===== src/rtl/irq_pending_latch_pkg.sv =====
// Shared constants for the interrupt request path (pending latch and 8x3 encoder).
package irq_pending_latch_pkg;

  localparam int unsigned IRQ_N          = 8;
  localparam int unsigned IRQ_ID_W       = 3;
  localparam logic [IRQ_N-1:0] IRQ_MASK_RESET = 8'hFF;

endpackage : irq_pending_latch_pkg


===== src/rtl/irq_edge_cell.sv =====
// One request line: edge detector, sticky pending bit and sticky overrun flag.
module irq_edge_cell (
  input  logic clk,
  input  logic reset,
  input  logic req,
  input  logic clr,
  output logic pending,
  output logic overrun
);

  logic req_q;
  logic rise;

  // Rising edge of the (already synchronous) request level.
  always_comb begin
    rise = req & ~req_q;
  end

  // Edge history, pending and overrun state; a new edge wins over a same-cycle clear.
  always_ff @(posedge clk) begin
    if (reset) begin
      req_q   <= 1'b0;
      pending <= 1'b0;
      overrun <= 1'b0;
    end else begin
      req_q   <= req;
      pending <= rise | (pending & ~clr);
      overrun <= (rise & pending & ~clr) | (overrun & ~clr);
    end
  end

endmodule : irq_edge_cell


===== src/rtl/irq_pending_latch.sv =====
// Request capture stage ahead of the priority encoder: latches request edges,
// applies the enable mask and clears bits on acknowledge.
module irq_pending_latch
  import irq_pending_latch_pkg::*;
#(
  parameter int unsigned      N          = IRQ_N,
  parameter int unsigned      ID_W       = IRQ_ID_W,
  parameter logic [N-1:0]     MASK_RESET = IRQ_MASK_RESET
) (
  input  logic            clk,
  input  logic            reset,
  input  logic [N-1:0]    req,
  input  logic            mask_we,
  input  logic [N-1:0]    mask_wdata,
  input  logic            ack,
  input  logic [ID_W-1:0] ack_id,
  output logic [N-1:0]    pend_vec,
  output logic            irq,
  output logic [N-1:0]    pending,
  output logic [N-1:0]    overrun
);

  logic [N-1:0] mask;
  logic [N-1:0] clr;

  // Writable enable mask; masking only hides pending bits, it never blocks latching.
  always_ff @(posedge clk) begin
    if (reset) begin
      mask <= MASK_RESET;
    end else if (mask_we) begin
      mask <= mask_wdata;
    end
  end

  // One-hot clear from the acknowledge index; indices >= N match nothing.
  always_comb begin
    clr = '0;
    for (int unsigned i = 0; i < N; i++) begin
      clr[i] = ack && (ack_id == ID_W'(i));
    end
  end

  genvar g;
  generate
    for (g = 0; g < int'(N); g++) begin : g_cell
      irq_edge_cell u_cell (
        .clk     (clk),
        .reset   (reset),
        .req     (req[g]),
        .clr     (clr[g]),
        .pending (pending[g]),
        .overrun (overrun[g])
      );
    end
  endgenerate

  // Encoder-facing view, purely from registers.
  always_comb begin
    pend_vec = pending & mask;
    irq      = |pend_vec;
  end

endmodule : irq_pending_latch


===== config.mk =====
export PLATFORM = sky130hd
export DESIGN_NAME = irq_pending_latch
export DESIGN_NICKNAME = d
export VERILOG_FILES = /design/src/rtl/irq_pending_latch_pkg.sv /design/src/rtl/irq_edge_cell.sv /design/src/rtl/irq_pending_latch.sv
export SDC_FILE = /design/constraint.sdc
export NUM_CORES = 1
export LEC_CHECK = 0
export ABC_AREA = 1
export BUFFER_PORTS_ARGS = -buffer_cell sky130_fd_sc_hd__clkbuf_2
export CAP_MARGIN = 20
export CORE_MARGIN = 3
export CORE_UTILIZATION = 45
export DETAILED_ROUTE_END_ITERATION = 10
export PLACE_DENSITY = 0.75
export SETUP_SLACK_MARGIN = 0.15
export SYNTH_ARGS = -nofsm -noshare
export SYNTH_HDL_FRONTEND = slang
export SYNTH_SLANG_ARGS = --single-unit

===== constraint.sdc =====
create_clock -name clk -period 0.8 [get_ports clk]
set_input_delay 0.04 -clock clk [delete_from_list [all_inputs] [get_ports clk]]
set_output_delay 0.04 -clock clk [all_outputs]
set_load 0.1 [all_outputs]

==> results of run 1 <==
report_power, final:
| part | switching, W | total, W | internal, W |
|---|---|---|---|
| registers | 0.0000999 | 0.00183 | 0.00173 |
| logic | 0.00141 | 0.00237 | 0.000954 |
| clock network | 0.000569 | 0.000891 | 0.000323 |
| total | 0.00208 | 0.00508 | 0.00300 |
cell type report:
type	instances	area share [%]
clock buffers	6	1.47
multi-input cells	117	22.9
well taps	44	1.95
repair buffers	101	42.1
inverters	47	7.60
flip-flops and latches	32	23.8
clock inverters	1	0.178
path summary, 6_finish.rpt:
path	start	end	slack (ps)	cells after the start
min	req[1]	g_cell[1].u_cell.overrun	-2	5
min reg2reg	mask[6]	mask[6]	490	2
max	g_cell[0].u_cell.pending	irq	-470	5
max reg2reg	g_cell[7].u_cell.pending	g_cell[7].u_cell.overrun	-250	8
tightest hold or removal path: cells and delay by family:
family | cells | cell delay (ps)
AND/OR/NAND/NOR | 3 | 140
buffers and inverters | 2 | 140
repair_timing:
| action | 4_1_cts | 5_1_grt |
|---|---|---|
| buffers inserted | 3 | 14 |
| hold endpoints to repair | 24 | 0 |
| resized for setup | 34 | 46 |
| endpoints found under the setup margin | 41 | 45 |
| pin swaps | 8 | 30 |
| hold buffers | 19 | 0 |
layer usage:
metal  wire length, microns  up-vias
li1                       -      789
met1                   2250      841
met2                   3020      102
met3                    411       28
met4                    259        0
met5                      0        -
through the flow:
stage / worst slack [ps] / std cells
after floorplan: -38.9 / 217
after global placement: -34.2 / 305
after detailed placement: -65.7 / 305
after CTS: -439 / 334
after global routing: -508 / 348
final: -471 / 348
registers in the layout, indices dropped and copies added, names as in the netlist:
signal / flops
g_cell.u_cell.overrun: 8
mask: 8
g_cell.u_cell.req_q: 8
g_cell.u_cell.pending: 8
cell families after synthesis:
family | Yosys count | share of synthesized area [%]
buf+inv | 68 | 24.4
flops | 32 | 43.1
simple gates | 117 | 32.4
synth_stat cells:
master and instances:
nand3_1 32, buf_4 16, buf_6 3, buf_12 1, nand2_1 62, inv_8 1, dfxtp_1 32, nor2_1 22
inv_1 46, buf_2 1, nand2_2 1
==> impl_metrics.env, run 1 <==
export IMPL_timing_critical_path_buf_inv=1
export IMPL_grt_pass1_vias=1561
export IMPL_cts_tree="built"
export IMPL_area_growth_syn_to_layout_pct=89.6
export IMPL_cts_root_buf="clkbuf_4"
export IMPL_global_route_usage_met1_pct=22.3
export IMPL_globalRouteMet2Util_pct=40.2
export IMPL_design_power_total_w=0.00508
export IMPL_fillerInstances=133
export IMPL_grt_first_pass_wirelength_microns=6690
export IMPL_worst_path_largest_cell_delay_ps=340
export IMPL_first_pass_iters=5
export IMPL_share_of_post_route_cells_with_drive_strength_above_1_pct=53.0
export IMPL_maxClockFrequency_mhz=787
export IMPL_post_route_min_period_ps=1270
export IMPL_critical_path_startpoint_type="register"
export IMPL_worstSetupPathType="reg -> out"
export IMPL_outcome="finished, violations left"
export IMPL_synth_area_leaders="dfxtp_1, nand2_1, inv_1, nand3_1, buf_4"
export IMPL_setup_slack_after_layout_ps=-471
export IMPL_global_route_usage_met3_pct=5.53
export IMPL_worst_case_headroom_to_the_max_slew_limit_pct=74.2
export IMPL_worst_setup_hold_path_clk_slew_ps=90
export IMPL_clock_tree_htree_level_count=2
export IMPL_synth_top_area_cell="dfxtp_1"
export IMPL_multi_input_comb_area_sq_um=644
export IMPL_seq_area_frac_synth_pct=43.1
export IMPL_core_rowCount=20
export IMPL_synth_fp_nets=240
export IMPL_netlist_area_leader_share_pct=43.1
export IMPL_maxCapViolations=0
export IMPL_placeable_core_area_sq_mm=0.00310
export IMPL_layout_common_cells="nand2_1, inv_1, buf_6"
export IMPL_crit_arrival_ps=1230
export IMPL_i_o_pin_cnt=48
export IMPL_setup_repair_after_global_routing_missed_its_margin="true"
export IMPL_detailedRoute_firstIterationViolations=104
export IMPL_initial_utilization_pct=47.9
export IMPL_grt_antenna_before_repair=0
export IMPL_gp_routability_congestion=0.760
export IMPL_routed_wl_microns=5940
export IMPL_final_antenna_net_count=0
export IMPL_cpLargestDelayFamily="simple AND/OR/NAND/NOR gates"
export IMPL_final_common_cell="nand2_1"
export IMPL_num_nets_final=327
export IMPL_remaining_drc_errors=0
export IMPL_numClockSinks=32
export IMPL_sequential_cell_area_sq_um=671
export IMPL_die_w_microns=63.5
export IMPL_final_setup_viol_count=39
export IMPL_cp_common_cell="nand2_2"
export IMPL_layout_core_utilization_pct=90.8
export IMPL_clk_latency_ps=360
export IMPL_fin_worst_hold_slack_ps=-2.27
export IMPL_viasPerCell=5.06
export IMPL_worstPathCellList="nand2_2, nand2_2, nor2_4, nand2_4, buf_12"
export IMPL_worstPathRequired_ps=760
export IMPL_violations="negative hold slack, negative setup slack"
export IMPL_syn_instance_count=217
export IMPL_p_per_area_mw_per_mm2=1810
export IMPL_tritoncts_num_buffers=5
export IMPL_place_detailed_hpwl_microns=2500
export IMPL_max_vdd_ir_drop_mv=1.44
export IMPL_postSynthAreaPerCell_sq_um=6.84
export IMPL_dr_total_vias=1760
export IMPL_placement_cell_area_sq_mm=0.00218
export IMPL_report_final_hold_viol_count=1
export IMPL_fp_dieH_microns=63.5
export IMPL_die_area_sq_mm=0.00403
export IMPL_grt_busiest_layer="met2"
export IMPL_grt_start_max_net_pins=33
export IMPL_synth_lib_cells_used_distinct=11
export IMPL_grt_overflow=0
export IMPL_num_antenna_cells=0
export IMPL_avgRoutedWirePerCell_microns=17.1
export IMPL_max_slew_worst_pin_slew_ps=387
export IMPL_maxSlewViolCount=0
export IMPL_min_period_over_period_pct=159
export IMPL_finish_instance_area_sq_mm=0.00282
export IMPL_timing_critical_path_slowest_stage_cell="dfxtp_2"
export IMPL_timing_setup_tns_ps=-8620
export IMPL_hold_path_class="in -> reg"
export IMPL_clk_path_buf_depth=2
export IMPL_ys_ff_latch=32
export IMPL_globalRouteTotalUtil_pct=21.3
export IMPL_yosysWarningCount=0
export IMPL_final_setup_skew_ps=9.18
export IMPL_place_port_buffers=47
export IMPL_leakage_nw=1.37
export IMPL_syn_cell_area_sq_mm=0.00149
export IMPL_critical_path_peak_fanout=2
export IMPL_cp_end_kind="output pin"
Power figures use the tool's default switching activity.
==> run 2, diff against run 1 <==
--- a/config.mk
+++ b/config.mk
@@ -5,13 +5,13 @@
 export SDC_FILE = /design/constraint.sdc
 export NUM_CORES = 1
 export LEC_CHECK = 0
-export ABC_AREA = 1
 export BUFFER_PORTS_ARGS = -buffer_cell sky130_fd_sc_hd__clkbuf_2
 export CAP_MARGIN = 20
 export CORE_MARGIN = 3
-export CORE_UTILIZATION = 45
+export CORE_UTILIZATION = 43
 export DETAILED_ROUTE_END_ITERATION = 10
-export PLACE_DENSITY = 0.75
+export GPL_TIMING_DRIVEN = 0
+export PLACE_DENSITY = 0.74
 export SETUP_SLACK_MARGIN = 0.15
 export SYNTH_ARGS = -nofsm -noshare
 export SYNTH_HDL_FRONTEND = slang
==> run 2 against run 1 <==
The flow now stops in global routing. Synthesized cell count fell by 31%. Area after synthesis fell by 11%.
==> impl_metrics.env, run 2 <==
export IMPL_outcome="stopped before the end"
export IMPL_lastStage="global routing"
export IMPL_first_error="[ERROR DPL-0038] Utilization greater than 100%, impossible to legalize"
export IMPL_clock_tree_htree_level_count=2
export IMPL_synth_fp_nets=172
export IMPL_ys_ff_latch=32
export IMPL_synth_top_area_cell="dfxtp_1"
export IMPL_gp_routability_congestion=0.768
export IMPL_post_synth_most_frequent_cells="dfxtp_1, nor2b_1, buf_4"
export IMPL_timing_repair_worst_endpoint_type="primary output"
export IMPL_synth_area_leaders="dfxtp_1, buf_4, nor2b_1, a211o_1, a21oi_1"
export IMPL_cts_root_buf="clkbuf_4"
export IMPL_grt_worst_endpoint="irq"
export IMPL_postSynth_topFlopCell="dfxtp_1"
export IMPL_yosysWarningCount=0
export IMPL_tritoncts_num_buffers=5
export IMPL_numClockSinks=32
export IMPL_syn_cell_area_sq_mm=0.00132
export IMPL_core_rowCount=19
export IMPL_placement_setup_worst_slack_ps=-1050
export IMPL_seq_area_frac_synth_pct=48.4
export IMPL_grt_start_max_net_pins=11
export IMPL_fp_dieH_microns=61.5
export IMPL_synth_enable_flop_cells=0
export IMPL_syn_instance_count=149
export IMPL_place_detailed_hpwl_microns=2340
export IMPL_postSynthAreaPerCell_sq_um=8.88
export IMPL_die_w_microns=61.5
export IMPL_initial_utilization_pct=46.4
export IMPL_synthMostInstantiatedCell="dfxtp_1"
export IMPL_i_o_pin_cnt=48
export IMPL_proportion_of_register_bits_with_asynchronous_set_or_reset_after_synthesis_pct=0
export IMPL_netlist_area_leader_share_pct=48.4
export IMPL_place_port_buffers=46
export IMPL_synth_lib_cells_used_distinct=20
export IMPL_clk_path_buf_depth=2
-- run 2: stage by stage --
step | area [sq um] | hold WS, ps | util [%] | std cells | TNS, ps
after floorplan | 1360 | 112 | - | 149 | -915
after global placement | 1630 | 243 | 57.2 | 226 | -5160
after detailed placement | 1630 | 253 | 57.2 | 226 | -5670
after CTS | 2580 | -101 | 90.3 | 254 | -8310
-- run 2: logic make-up after synthesis --
family	synth area share (%)
simple gates	23.7
flops	48.4
compound gates	15.0
buf+inv	12.8
-- run 2: what timing repair did --
item                       CTS
setup buffers               11
setup endpoints to repair   43
pin swaps                   14
cloned                       0
hold endpoints to repair    23
hold buffers                 9
gates resized for setup    125
==> run 3, diff against run 2 <==
--- a/config.mk
+++ b/config.mk
@@ -8,11 +8,10 @@
 export BUFFER_PORTS_ARGS = -buffer_cell sky130_fd_sc_hd__clkbuf_2
 export CAP_MARGIN = 20
 export CORE_MARGIN = 3
-export CORE_UTILIZATION = 43
+export CORE_UTILIZATION = 35
 export DETAILED_ROUTE_END_ITERATION = 10
 export GPL_TIMING_DRIVEN = 0
-export PLACE_DENSITY = 0.74
-export SETUP_SLACK_MARGIN = 0.15
+export PLACE_DENSITY_LB_ADDON = 0.15
 export SYNTH_ARGS = -nofsm -noshare
 export SYNTH_HDL_FRONTEND = slang
 export SYNTH_SLANG_ARGS = --single-unit
==> constraint.sdc (replaced) <==
create_clock -name clk -period 1 [get_ports clk]
set_input_delay 0.05 -clock clk [delete_from_list [all_inputs] [get_ports clk]]
set_output_delay 0.05 -clock clk [all_outputs]
set_load 0.1 [all_outputs]
==> run 3 against run 2 <==
The flow now finishes, with violations (negative setup slack). Area after synthesis stayed put. Synthesized cell count stayed put.
==> impl_metrics.env, run 3 <==
export IMPL_seq_area_frac_synth_pct=48.4
export IMPL_max_slew_worst_pin_slew_ps=553
export IMPL_routed_wl_microns=3990
export IMPL_maxClockFrequency_mhz=508
export IMPL_finish_instance_area_sq_mm=0.00245
export IMPL_num_nets_final=245
export IMPL_proportion_of_register_bits_with_asynchronous_set_or_reset_after_synthesis_pct=0
export IMPL_maxCapViolations=0
export IMPL_min_period_over_period_pct=197
export IMPL_yosysWarningCount=0
export IMPL_fp_dieH_microns=67.5
export IMPL_initial_utilization_pct=37.8
export IMPL_maxSlewViolCount=0
export IMPL_crit_start="g_cell[0].u_cell.pending"
export IMPL_final_instance_count_excl_fill=268
export IMPL_core_rowCount=21
export IMPL_crit_arrival_ps=1920
export IMPL_cts_root_buf="clkbuf_8"
export IMPL_r2r_start="g_cell[5].u_cell.pending"
export IMPL_grt_overflow=0
export IMPL_syn_cell_area_sq_mm=0.00132
export IMPL_synth_lib_cells_used_distinct=20
export IMPL_place_detailed_instances=241
export IMPL_fin_worst_hold_slack_ps=14.4
export IMPL_gp_routability_congestion=0.793
export IMPL_setup_repair_after_global_routing_missed_its_margin="true"
export IMPL_synthMostInstantiatedCell="dfxtp_1"
export IMPL_postSynth_topFlopCell="dfxtp_1"
export IMPL_netlist_area_leader_share_pct=48.4
export IMPL_clk_latency_ps=280
export IMPL_max_vdd_ir_drop_mv=1.07
export IMPL_worst_r2r_path_depth=4
export IMPL_place_port_buffers=46
export IMPL_numClockSinks=32
export IMPL_cp_end_kind="output pin"
export IMPL_ys_ff_latch=32
export IMPL_final_antenna_net_count=0
export IMPL_timing_critical_path_slowest_stage_cell="or4_4"
export IMPL_report_final_hold_viol_count=0
export IMPL_worst_setup_hold_path_clk_slew_ps=60
export IMPL_critical_path_startpoint_type="register"
export IMPL_viasPerCell=4.74
export IMPL_layout_common_cells="clkbuf_2, clkbuf_16, dfxtp_2"
export IMPL_first_pass_iters=4
export IMPL_grt_first_pass_wirelength_microns=6470
export IMPL_die_area_sq_mm=0.00455
export IMPL_postSynthAreaPerCell_sq_um=8.88
export IMPL_dr_total_vias=1271
export IMPL_clk_path_buf_depth=2
export IMPL_placeable_core_area_sq_mm=0.00349
export IMPL_cpLargestDelayFamily="simple AND/OR/NAND/NOR gates"
export IMPL_place_detailed_hpwl_microns=2350
export IMPL_r2r_setup_slack_ps=30
export IMPL_leakage_nw=1.08
export IMPL_worst_case_headroom_to_the_max_slew_limit_pct=63.1
export IMPL_remaining_drc_errors=0
export IMPL_placement_setup_worst_slack_ps=-850
export IMPL_setup_slack_after_layout_ps=-970
export IMPL_layout_core_utilization_pct=70.1
export IMPL_grt_start_max_net_pins=11
export IMPL_hold_path_startpoint="req[3]"
export IMPL_area_growth_syn_to_layout_pct=85.2
export IMPL_final_setup_viol_count=12
export IMPL_critical_path_peak_fanout=2
export IMPL_synth_enable_flop_cells=0
export IMPL_worstPathCellList="and2_4, or4_4, or4_4, clkbuf_16"
export IMPL_destination_of_the_worst_register_to_register_timing_path="g_cell[5].u_cell.overrun"
export IMPL_post_synth_most_frequent_cells="dfxtp_1, nor2b_1, buf_4"
export IMPL_synth_fp_nets=172
export IMPL_placement_cell_area_sq_mm=0.00163
export IMPL_avgRoutedWirePerCell_microns=14.9
export IMPL_cts_tree="built"
export IMPL_violations="negative setup slack"
export IMPL_cp_common_cell="or4_4"
export IMPL_detailedRoute_firstIterationViolations=53
export IMPL_grt_pass1_vias=1349
export IMPL_die_w_microns=67.5
export IMPL_synth_top_area_cell="dfxtp_1"
export IMPL_num_antenna_cells=0
export IMPL_hold_path_class="in -> reg"
export IMPL_timing_critical_path_buf_inv=1
export IMPL_p_per_area_mw_per_mm2=1570
export IMPL_timing_hold_worst_path_depth=3
export IMPL_worstSetupPathType="reg -> out"
export IMPL_clock_tree_htree_level_count=2
export IMPL_globalRouteTotalUtil_pct=19.8
export IMPL_i_o_pin_cnt=48
export IMPL_share_of_post_route_cells_with_drive_strength_above_1_pct=49.1
export IMPL_outcome="finished, violations left"
export IMPL_min_delay_worst_endpoint="g_cell[3].u_cell.pending"
export IMPL_post_route_min_period_ps=1970
export IMPL_synth_area_leaders="dfxtp_1, buf_4, nor2b_1, a211o_1, a21oi_1"
export IMPL_tritoncts_num_buffers=5
export IMPL_worstPathRequired_ps=950
export IMPL_grt_antenna_before_repair=0
export IMPL_syn_instance_count=149
export IMPL_worst_path_largest_cell_delay_ps=520
export IMPL_final_setup_skew_ps=1.56
==> run 3: cell counts after synthesis <==
No cell type changed its count.
==> run 3: how the worst max path moves through the flow <==
| stage | end | slack, ps | cells after the start |
|---|---|---|---|
| final | irq | -970 | 4 |
| after global routing | irq | -1000 | 4 |
| after CTS | irq | -980 | 4 |
| after floorplan | irq | -720 | 3 |
| after global placement | irq | -850 | 4 |
| after detailed placement | irq | -850 | 4 |
==> run 3: area by class of cell <==
| type | instances | area, sq um |
|---|---|---|
| tap | 46 | 57.6 |
| buffer | 16 | 105 |
| inverter | 7 | 26.3 |
| timing repair buffer | 72 | 962 |
| multi-input combinational | 88 | 538 |
| fill | 252 | 1040 |
| sequential | 32 | 664 |
| clock buffer | 7 | 96.3 |
==> run 3: repair_timing <==
action | in CTS | in global routing
hold buffers | 10 | 0
buffers inserted | 18 | 8
pin swaps | 9 | 0
setup endpoints to repair | 25 | 30
resized for setup | 98 | 21
endpoints found under the hold margin | 11 | 0
==> run 3: routing by layer <==
metal	share of wire [%]	wire length (microns)	track usage, %	up-vias
li1	-	-	-	633
met1	40	1610	21.7	596
met2	53	2130	35.2	35
met3	4.8	190	5.66	7
met4	1.6	65	8.35	0
met5	0	0	0	-
==> run 3: kinds of logic after synthesis <==
logic type | after synthesis | share of synthesized area, %
and+or+nand+nor | 57 | 23.7
buffers and inverters | 29 | 12.8
AOI/OAI and AO/OA | 31 | 15.0
DFF | 32 | 48.4
==> run 3: through the flow <==
stage                     power, W  setup TNS, ps
final                      0.00385          -1540
after global placement     0.00238          -1010
after global routing       0.00400          -1960
after detailed placement   0.00239          -1060
after CTS                  0.00385          -1710
after floorplan            0.00221           -725
==> run 3: report_power, final <==
group	internal [W]	switching, W
Combinational	0.000593	0.000790
Sequential	0.00137	0.0000468
Clock	0.000612	0.000439
==> run 3: worst register-to-register path, stage by stage (launching register included) <==
cell and delay, ps:
dfxtp_2 340, buf_6 110, buf_6 110, a31oi_1 200
nor3_1 80
==> run 4, diff against run 3 <==
--- a/config.mk
+++ b/config.mk
@@ -9,6 +9,7 @@
 export CAP_MARGIN = 20
 export CORE_MARGIN = 3
 export CORE_UTILIZATION = 35
+export CTS_CLUSTER_SIZE = 10
 export DETAILED_ROUTE_END_ITERATION = 10
 export GPL_TIMING_DRIVEN = 0
 export PLACE_DENSITY_LB_ADDON = 0.15
==> constraint.sdc (replaced) <==
create_clock -name clk -period 1.6 [get_ports clk]
set_input_delay 0.08 -clock clk [delete_from_list [all_inputs] [get_ports clk]]
set_output_delay 0.08 -clock clk [all_outputs]
set_load 0.1 [all_outputs]
==> run 4 against run 3 <==
The flow still finishes with violations (negative setup slack). Sequential share of layout area rose by 9.0 points. Wire length fell by 23%. Clock-buffer cell count rose by 1. Final area fell by 27%. Clock skew rose by 1.2 ps. Critical endpoint unchanged. Sequential cell count did not move. Hold slack got worse by 5.0 ps. First-iteration DRC count fell by 47%. Sequential power fell by 38%.
==> impl_metrics.env, run 4 (synthesis gave the netlist of run 3 again) <==
export IMPL_clock_tree_htree_level_count=2
export IMPL_cp_common_cell="or4_4"
export IMPL_setup_slack_after_layout_ps=-390
export IMPL_max_vdd_ir_drop_mv=0.627
export IMPL_violations="negative setup slack"
export IMPL_grt_antenna_before_repair=0
export IMPL_post_route_min_period_ps=1990
export IMPL_worst_path_largest_cell_delay_ps=520
export IMPL_hold_path_class="in -> reg"
export IMPL_fin_worst_hold_slack_ps=9.39
export IMPL_first_pass_iters=4
export IMPL_cpLargestDelayFamily="simple AND/OR/NAND/NOR gates"
export IMPL_leakage_nw=0.834
export IMPL_layout_common_cells="clkbuf_2, dfxtp_1, nor2b_1, buf_4"
export IMPL_tritoncts_num_buffers=5
export IMPL_place_port_buffers=46
export IMPL_place_detailed_hpwl_microns=2390
export IMPL_numClockSinks=32
export IMPL_cts_tree="built"
export IMPL_fillerInstances=338
export IMPL_worstPathCellList="and2_4, or4_4, or4_4, clkbuf_16"
export IMPL_report_final_hold_viol_count=0
export IMPL_worst_case_headroom_to_the_max_slew_limit_pct=63.7
export IMPL_p_per_area_mw_per_mm2=1190
export IMPL_clk_path_buf_depth=2
export IMPL_critical_path_peak_fanout=2
export IMPL_maxCapViolations=0
export IMPL_critical_path_startpoint_type="register"
export IMPL_grt_overflow=0
export IMPL_placement_setup_worst_slack_ps=-274
export IMPL_maxSlewViolCount=0
export IMPL_worstSetupPathType="reg -> out"
export IMPL_remaining_drc_errors=0
export IMPL_dr_total_vias=1161
export IMPL_design_power_total_w=0.00212
export IMPL_core_rowCount=21
export IMPL_max_slew_worst_pin_slew_ps=546
export IMPL_cts_root_buf="clkbuf_8"
export IMPL_timing_critical_path_buf_inv=1
export IMPL_placeable_core_area_sq_mm=0.00349
export IMPL_final_antenna_net_count=0
export IMPL_timing_critical_path_slowest_stage_cell="or4_4"
export IMPL_grt_start_max_net_pins=11
export IMPL_num_nets_final=229
export IMPL_gp_routability_congestion=0.786
export IMPL_worstPathRequired_ps=1520
export IMPL_min_period_over_period_pct=124
export IMPL_outcome="finished, violations left"
export IMPL_grt_pass1_vias=1074
export IMPL_final_setup_viol_count=1
export IMPL_fp_dieH_microns=67.5
export IMPL_clk_latency_ps=280
export IMPL_die_area_sq_mm=0.00455
export IMPL_worst_setup_hold_path_clk_slew_ps=60
export IMPL_final_setup_skew_ps=2.73
export IMPL_detailedRoute_firstIterationViolations=28
export IMPL_routed_wl_microns=3060
export IMPL_share_of_post_route_cells_with_drive_strength_above_1_pct=39.1
export IMPL_die_w_microns=67.5
export IMPL_setup_repair_after_global_routing_missed_its_margin="true"
export IMPL_crit_arrival_ps=1910
export IMPL_globalRouteTotalUtil_pct=15.2
export IMPL_num_antenna_cells=0
export IMPL_grt_first_pass_wirelength_microns=4970
export IMPL_initial_utilization_pct=37.8
export IMPL_i_o_pin_cnt=48
export IMPL_final_common_cell="clkbuf_2"
export IMPL_maxClockFrequency_mhz=503
export IMPL_cp_end_kind="output pin"
export IMPL_area_growth_syn_to_layout_pct=34.7
export IMPL_avgRoutedWirePerCell_microns=12.1
export IMPL_viasPerCell=4.59
==> run 4: cell count changes in the layout (fill, tap and decap cells not counted) <==
cell,previous run,this run
and2_4,8,6
buf_6,12,0
clkbuf_8,8,6
dfxtp_1,13,29
clkbuf_16,21,1
dfxtp_2,19,3
buf_12,3,0
and2_1,0,2
buf_4,14,17
clkbuf_1,6,8
dlygate4sd3_1,10,3
clkbuf_2,21,45
==> run 4: cell type report <==
class,instances,area [sq um],area share [%]
clock buffers,8,90.1,5.06
multi-input cells,88,533,29.9
repair buffers,50,288,16.2
inverters,7,26.3,1.47
flip-flops and latches,32,644,36.2
well taps,46,57.6,3.23
plain buffers,22,143,8.01
==> run 4: worst paths after layout <==
check | startpoint | endpoint | slack, ps | cells past startpoint
setup / recovery | g_cell[0].u_cell.pending | irq | -390 | 4
hold / removal | reset | g_cell[5].u_cell.req_q | 9 | 2
setup reg to reg | g_cell[0].u_cell.pending | g_cell[0].u_cell.overrun | 780 | 3
hold reg to reg | g_cell[0].u_cell.req_q | g_cell[0].u_cell.pending | 500 | 3
==> run 4: per-layer routing <==
metal | GRT usage (%) | vias up | share of wire, %
li1 | - | 599 | -
met1 | 17.6 | 525 | 43
met2 | 24.2 | 32 | 49
met3 | 6.66 | 5 | 6.8
met4 | 6.84 | 0 | 1.5
met5 | 0 | - | 0
==> run 4: metrics by stage <==
step / instances / instance area [sq um] / util, % / TNS (ps)
4_1_cts: 252 / 1770 / 50.7 / -411
6_report: 253 / 1780 / 51.0 / -390
2_1_floorplan: 149 / 1340 / - / -155
5_1_grt: 253 / 1780 / 51.0 / -432
3_3_place_gp: 241 / 1630 / 46.6 / -279
3_5_place_dp: 241 / 1630 / 46.6 / -274
==> run 4: where the power goes <==
group	switching (W)	internal (W)	total [W]	leakage, nW
Combinational	0.000446	0.000171	0.000617	0.522
Sequential	0.0000304	0.000850	0.000881	0.266
Clock	0.000274	0.000350	0.000624	0.0455
Total	0.000751	0.00137	0.00212	0.834
==> run 4: repair_timing <==
item | CTS | global route
pin swaps | 0 | 0
setup buffers | 1 | 0
resized for setup | 6 | 0
endpoints found under the hold margin | 2 | 1
setup endpoints to repair | 1 | 1
hold buffers | 2 | 1
